## src/rtl/ahb_pkg.sv

```systemverilog
// rtl/ahb_pkg.sv - AHB-Lite constants, arbiter FSM state type and byte-lane helper
package ahb_pkg;

  localparam logic [1:0] HTRANS_IDLE   = 2'b00;
  localparam logic [1:0] HTRANS_NONSEQ = 2'b10;
  localparam logic [1:0] HSIZE_BYTE    = 2'b00;

  typedef enum logic [1:0] {
    IDLE = 2'b00,
    ADDR = 2'b01,
    DATA = 2'b10,
    DONE = 2'b11
  } arb_state_t;

  // Little-endian lane pick: lane 0 is HRDATA[7:0].
  function automatic logic [7:0] byte_lane(input logic [31:0] word, input logic [1:0] lane);
    return word[{lane, 3'b000} +: 8];
  endfunction

endpackage

```

## src/rtl/rr_arb2.sv

```systemverilog
// rtl/rr_arb2.sv - two-way round-robin arbiter with last-grant pointer and one-hot grant
module rr_arb2 (
  input  logic       clk,
  input  logic       resetn,
  input  logic [1:0] req,
  input  logic       advance,
  output logic [1:0] grant
);

  // Index of the requester that wins the next tie.
  logic prio_q;

  always_comb begin
    grant = 2'b00;
    case (req)
      2'b01:   grant = 2'b01;
      2'b10:   grant = 2'b10;
      2'b11:   grant = prio_q ? 2'b10 : 2'b01;
      default: grant = 2'b00;
    endcase
  end

  always_ff @(posedge clk or negedge resetn) begin
    if (!resetn) begin
      prio_q <= 1'b0;
    end else if (advance && (grant != 2'b00)) begin
      prio_q <= grant[0];
    end
  end

endmodule

```

## src/rtl/ahb_byte_arbiter.sv

```systemverilog
// rtl/ahb_byte_arbiter.sv - two byte requesters shared onto one AHB-Lite master, one transfer at a time
module ahb_byte_arbiter
  import ahb_pkg::*;
#(
  parameter logic [31:0] BASE_ADDR = 32'h2000_0000
) (
  input  logic        clk,
  input  logic        resetn,
  input  logic        r0_read,
  input  logic        r0_write,
  input  logic [15:0] r0_addr,
  input  logic [7:0]  r0_wdata,
  output logic [7:0]  r0_rdata,
  output logic        r0_ready,
  input  logic        r1_read,
  input  logic        r1_write,
  input  logic [15:0] r1_addr,
  input  logic [7:0]  r1_wdata,
  output logic [7:0]  r1_rdata,
  output logic        r1_ready,
  output logic [31:0] HADDR,
  output logic [1:0]  HTRANS,
  output logic [1:0]  HSIZE,
  output logic        HWRITE,
  output logic [31:0] HWDATA,
  input  logic [31:0] HRDATA,
  input  logic        HREADY,
  output logic [1:0]  grant
);

  arb_state_t  state_q, state_d;
  logic [1:0]  req;
  logic [1:0]  arb_grant;
  logic        take;
  logic        capture;

  logic [1:0]  owner_q;
  logic [15:0] addr_q;
  logic [7:0]  wdata_q;
  logic        write_q;
  logic [7:0]  r0_rdata_q;
  logic [7:0]  r1_rdata_q;

  assign req = {r1_read | r1_write, r0_read | r0_write};

  rr_arb2 u_rr_arb2 (
    .clk     (clk),
    .resetn  (resetn),
    .req     (req),
    .advance (state_q == IDLE),
    .grant   (arb_grant)
  );

  always_ff @(posedge clk or negedge resetn) begin
    if (!resetn) begin
      state_q <= IDLE;
    end else begin
      state_q <= state_d;
    end
  end

  // Outputs are decoded from state so an async reset drops them immediately.
  always_comb begin
    state_d  = state_q;
    take     = 1'b0;
    capture  = 1'b0;
    HTRANS   = HTRANS_IDLE;
    HWRITE   = 1'b0;
    HWDATA   = 32'h0;
    grant    = 2'b00;
    r0_ready = 1'b0;
    r1_ready = 1'b0;
    case (state_q)
      IDLE: begin
        if (arb_grant != 2'b00) begin
          take    = 1'b1;
          state_d = ADDR;
        end
      end
      ADDR: begin
        HTRANS = HTRANS_NONSEQ;
        HWRITE = write_q;
        grant  = owner_q;
        if (HREADY) begin
          state_d = DATA;
        end
      end
      DATA: begin
        grant  = owner_q;
        HWDATA = write_q ? {4{wdata_q}} : 32'h0;
        if (HREADY) begin
          capture = ~write_q;
          state_d = DONE;
        end
      end
      DONE: begin
        grant    = owner_q;
        r0_ready = owner_q[0];
        r1_ready = owner_q[1];
        state_d  = IDLE;
      end
      default: state_d = IDLE;
    endcase
  end

  // Write wins when a requester raises both strobes.
  always_ff @(posedge clk or negedge resetn) begin
    if (!resetn) begin
      owner_q <= 2'b00;
      addr_q  <= 16'h0;
      wdata_q <= 8'h0;
      write_q <= 1'b0;
    end else if (take) begin
      owner_q <= arb_grant;
      addr_q  <= arb_grant[0] ? r0_addr  : r1_addr;
      wdata_q <= arb_grant[0] ? r0_wdata : r1_wdata;
      write_q <= arb_grant[0] ? r0_write : r1_write;
    end
  end

  always_ff @(posedge clk or negedge resetn) begin
    if (!resetn) begin
      r0_rdata_q <= 8'h00;
      r1_rdata_q <= 8'h00;
    end else if (capture) begin
      if (owner_q[0]) begin
        r0_rdata_q <= byte_lane(HRDATA, addr_q[1:0]);
      end else begin
        r1_rdata_q <= byte_lane(HRDATA, addr_q[1:0]);
      end
    end
  end

  assign HADDR    = BASE_ADDR + {16'h0, addr_q};
  assign HSIZE    = HSIZE_BYTE;
  assign r0_rdata = r0_rdata_q;
  assign r1_rdata = r1_rdata_q;

endmodule
```

## config.mk

```make
export PLATFORM = sky130hd
export DESIGN_NAME = ahb_byte_arbiter
export DESIGN_NICKNAME = d
export VERILOG_FILES = /design/src/rtl/ahb_pkg.sv /design/src/rtl/rr_arb2.sv /design/src/rtl/ahb_byte_arbiter.sv
export SDC_FILE = /design/constraint.sdc
export NUM_CORES = 1
export LEC_CHECK = 0
export ABC_AREA = 0
export CAP_MARGIN = 20
export CORE_MARGIN = 1
export CORE_UTILIZATION = 37
export DETAILED_ROUTE_END_ITERATION = 10
export MAX_ROUTING_LAYER = met4
export PLACE_DENSITY = 0.79
export SLEW_MARGIN = 30
export SYNTH_ARGS = -nofsm -noshare
export SYNTH_HDL_FRONTEND = slang
export SYNTH_SLANG_ARGS = --single-unit
```

## constraint.sdc

```tcl
create_clock -name clk -period 2.4 [get_ports clk]
set_clock_uncertainty 0.2 [all_clocks]
set_input_delay 0.6 -clock clk [delete_from_list [all_inputs] [get_ports clk]]
set_output_delay 0.6 -clock clk [all_outputs]
set_load 0.05 [all_outputs]
```

==> impl_metrics.json <==
{
  "status": "completed",
  "fin_tns_setup_ns": 0,
  "die_h_um": 88.67,
  "cp-end-kind": "primary output",
  "fill_cells": 548,
  "cts_buffer_depth": 2,
  "synth_ff_type": "dfrtp_1",
  "power.density_nw_per_um2": 1472,
  "maxCapViolCount": 0,
  "post-dp-hpwl_mm": 6.539,
  "worstPathRequired_ns": 1.60,
  "fin_crit_sh_pct": 98.12,
  "port_buffers": 156,
  "avgSynthCellArea_um2": 9.960,
  "fin_cells": 512,
  "start_kind": "flop",
  "synth_compound_area_share_pct": 18.46,
  "start_util_pct": 38.31,
  "grt_max_degree": 27,
  "clock_latency_ns": 0.29,
  "critical_path_class": "flop to primary output",
  "grt_pass1_wl_mm": 12.99,
  "pin_count": 176,
  "path_cells": "inv_2 > ha_4 > buf_4 > and3_4 > buf_12",
  "clkTransAtPathRegs_ns": 0.09,
  "root_buffer": "clkbuf_8",
  "cts_buffers": 5,
  "wire_per_inst_um": 17.38,
  "worst_pin_slew_ns": 0.5625,
  "fin_area_um2": 4837,
  "slew_headroom_pct": 62.50,
  "async_reset_ff_share_pct": 100.0,
  "dieArea_um2": 7861,
  "synth_xor_area_share_pct": 0,
  "layout-drive-gt1-share_pct": 26.39,
  "htreeDepth": 2,
  "nets": 504,
  "grt.total_usage_pct": 22.54,
  "yosysWarnings": 0,
  "drc": 0,
  "place_congestion": 0.7454,
  "ant_nets": 0,
  "cpPeakStageDelay_ns": 0.43,
  "yosys.area_share.simple_pct": 8.645,
  "crit_path_top_delay_cell": "dfrtp_1",
  "cts_hold_buffers": 0,
  "ys_seq_elements": 45,
  "synth_area_um2": 2779,
  "cts_sinks": 45,
  "totalWireLength_mm": 8.900,
  "syn2layout_area_growth_pct": 74.07,
  "core-area_um2": 7253,
  "slew_viol_final": 0,
  "vias": 2623,
  "synth_cell_type_count": 34,
  "arrival_ns": 1.55,
  "die_w_um": 88.67,
  "period_needed_ns": 2.355,
  "drtIter0Drc": 115,
  "synthMuxAreaShare_pct": 13.51,
  "synth_top_family_by_area": "compound AO/OA/AOI/OAI gates",
  "synth-adder-area-share_pct": 2.251,
  "path_max_fanout": 5,
  "power.leakage_nw": 1.949,
  "via_per_inst": 5.123,
  "rr_worst_depth": 5,
  "ir_drop_mv": 0.6564,
  "grt.overflow.total": 0,
  "report.final.setup_viol": 0,
  "synth-edff-count": 0,
  "max_freq_ghz": 0.4246,
  "min_path_type": "primary input to async pin",
  "tritoncts": "built",
  "hold_viol": 0,
  "antenna_found_initial": 0,
  "synth_cells": 279,
  "synth-seq-area-share_pct": 40.52,
  "post_dp_cell_area_um2": 4644,
  "fp-row-count": 31,
  "grt_pass1_vias": 2501,
  "antenna_cells": 0,
  "dp_cells": 501,
  "dr.pass1.iters": 4
}
[layer usage]
metal	global-route usage, %	wire length, um	up-vias
li1	-	-	1202
met1	25.04	3367	1280
met2	41.82	4822	131
met3	4.198	605	10
met4	4.692	106	0
met5	-	0	-
[sequential cells by signal (all words and copies together) (netlist names)]
signal,count
owner_q,2
addr_q,16
wdata_q,8
state_q,2
r0_rdata,8
write_q,1
r1_rdata,8
[kinds of logic (layout without fill, tap and decap cells)]
group	count (synthesis)	after routing
AOI/OAI and AO/OA	85	85
buffers and inverters	69	186
DFF	45	45
and+or+nand+nor	48	48
other	2	19
muxes	25	25
adders and majority gates	5	5
[cell usage in the layout, fill, tap and decap left out, types with 4 or more instances in the layout]
cell type,n
mux4_2,8
and3_4,8
a31oi_1,26
mux2_2,16
conb_1,19
buf_4,15
dfrtp_1,45
clkdlybuf4s50_1,115
ha_1,4
nor2_1,26
clkbuf_8,5
a21oi_1,27
o21ai_0,23
buf_12,43
[path summary, 6_finish.rpt]
kind                              from          end  slack, ns
max                         state_q[0]    HWDATA[9]       0.05
min                             resetn   wdata_q[2]       0.08
max reg2reg                 state_q[0]  r0_rdata[7]       0.39
min reg2reg                r0_rdata[3]  r0_rdata[3]       0.31
max in group asynchronous       resetn   wdata_q[7]       1.39
min in group clk           r0_rdata[3]  r0_rdata[3]       0.31
[cell usage after synthesis (all sizes together), types with 2 or more instances]
cell type / number / area [um2]
buf: 56 / 405.4
dfrtp: 45 / 1126
a21oi: 27 / 135.1
nor2: 27 / 101.4
a31oi: 26 / 162.7
o21ai: 25 / 125.1
mux2: 17 / 195.2
clkbuf: 9 / 33.78
and3: 8 / 50.05
mux4: 8 / 180.2
ha: 5 / 62.56
inv: 4 / 15.01
and2: 3 / 18.77
conb: 2 / 7.510
nand2: 2 / 7.510
nor2b: 2 / 12.51
or2: 2 / 12.52
[layout make-up]
| type | instances | area, um2 | area share, % |
|---|---|---|---|
| Multi-Input combinational cell | 182 | 1328 | 27.44 |
| Timing Repair Buffer | 174 | 2130 | 44.02 |
| Inverter | 4 | 15.01 | 0.3104 |
| Clock inverter | 3 | 46.29 | 0.9571 |
| Tap cell | 99 | 123.9 | 2.561 |
| Sequential cell | 45 | 1126 | 23.28 |
| Clock buffer | 5 | 68.82 | 1.423 |
[power by group]
| group | switching, W | internal (W) | total [W] | leakage (nW) |
|---|---|---|---|---|
| Sequential | 0.000346 | 0.00115 | 0.00149 | 0.520 |
| Combinational | 0.00292 | 0.00212 | 0.00504 | 1.37 |
| Clock | 0.000272 | 0.000312 | 0.000584 | 0.0543 |
| Total | 0.00354 | 0.00358 | 0.00712 | 1.95 |
[timing repair]
action | 4_1_cts | 5_1_grt
resized for setup | 10 | 3
setup buffers | 0 | 3
pin swaps | 2 | 1
endpoints found under the setup margin | 32 | 32
[stage by stage]
stage               power [W]  utilization [%]  worst slack, ns  hold slack (ns)
floorplan            0.004528                -          0.08170           0.1044
global placement     0.006266            64.03          0.01843           0.2878
detailed placement   0.006393            64.03         -0.01551           0.2950
CTS                  0.007065            66.21         0.006295          0.09839
global route         0.007431            66.69        -0.007746           0.1073
finish               0.007119            66.69          0.04501          0.08358
[worst max-delay path, delay by kind of cell, from the launching register on]
| kind | cells | cell delay [ns] |
|---|---|---|
| flops | 1 | 0.43 |
| simple gates | 1 | 0.27 |
| fa+ha+maj | 1 | 0.16 |
| buf+inv | 3 | 0.40 |
Note: power is estimated with default switching activity, not from simulation.
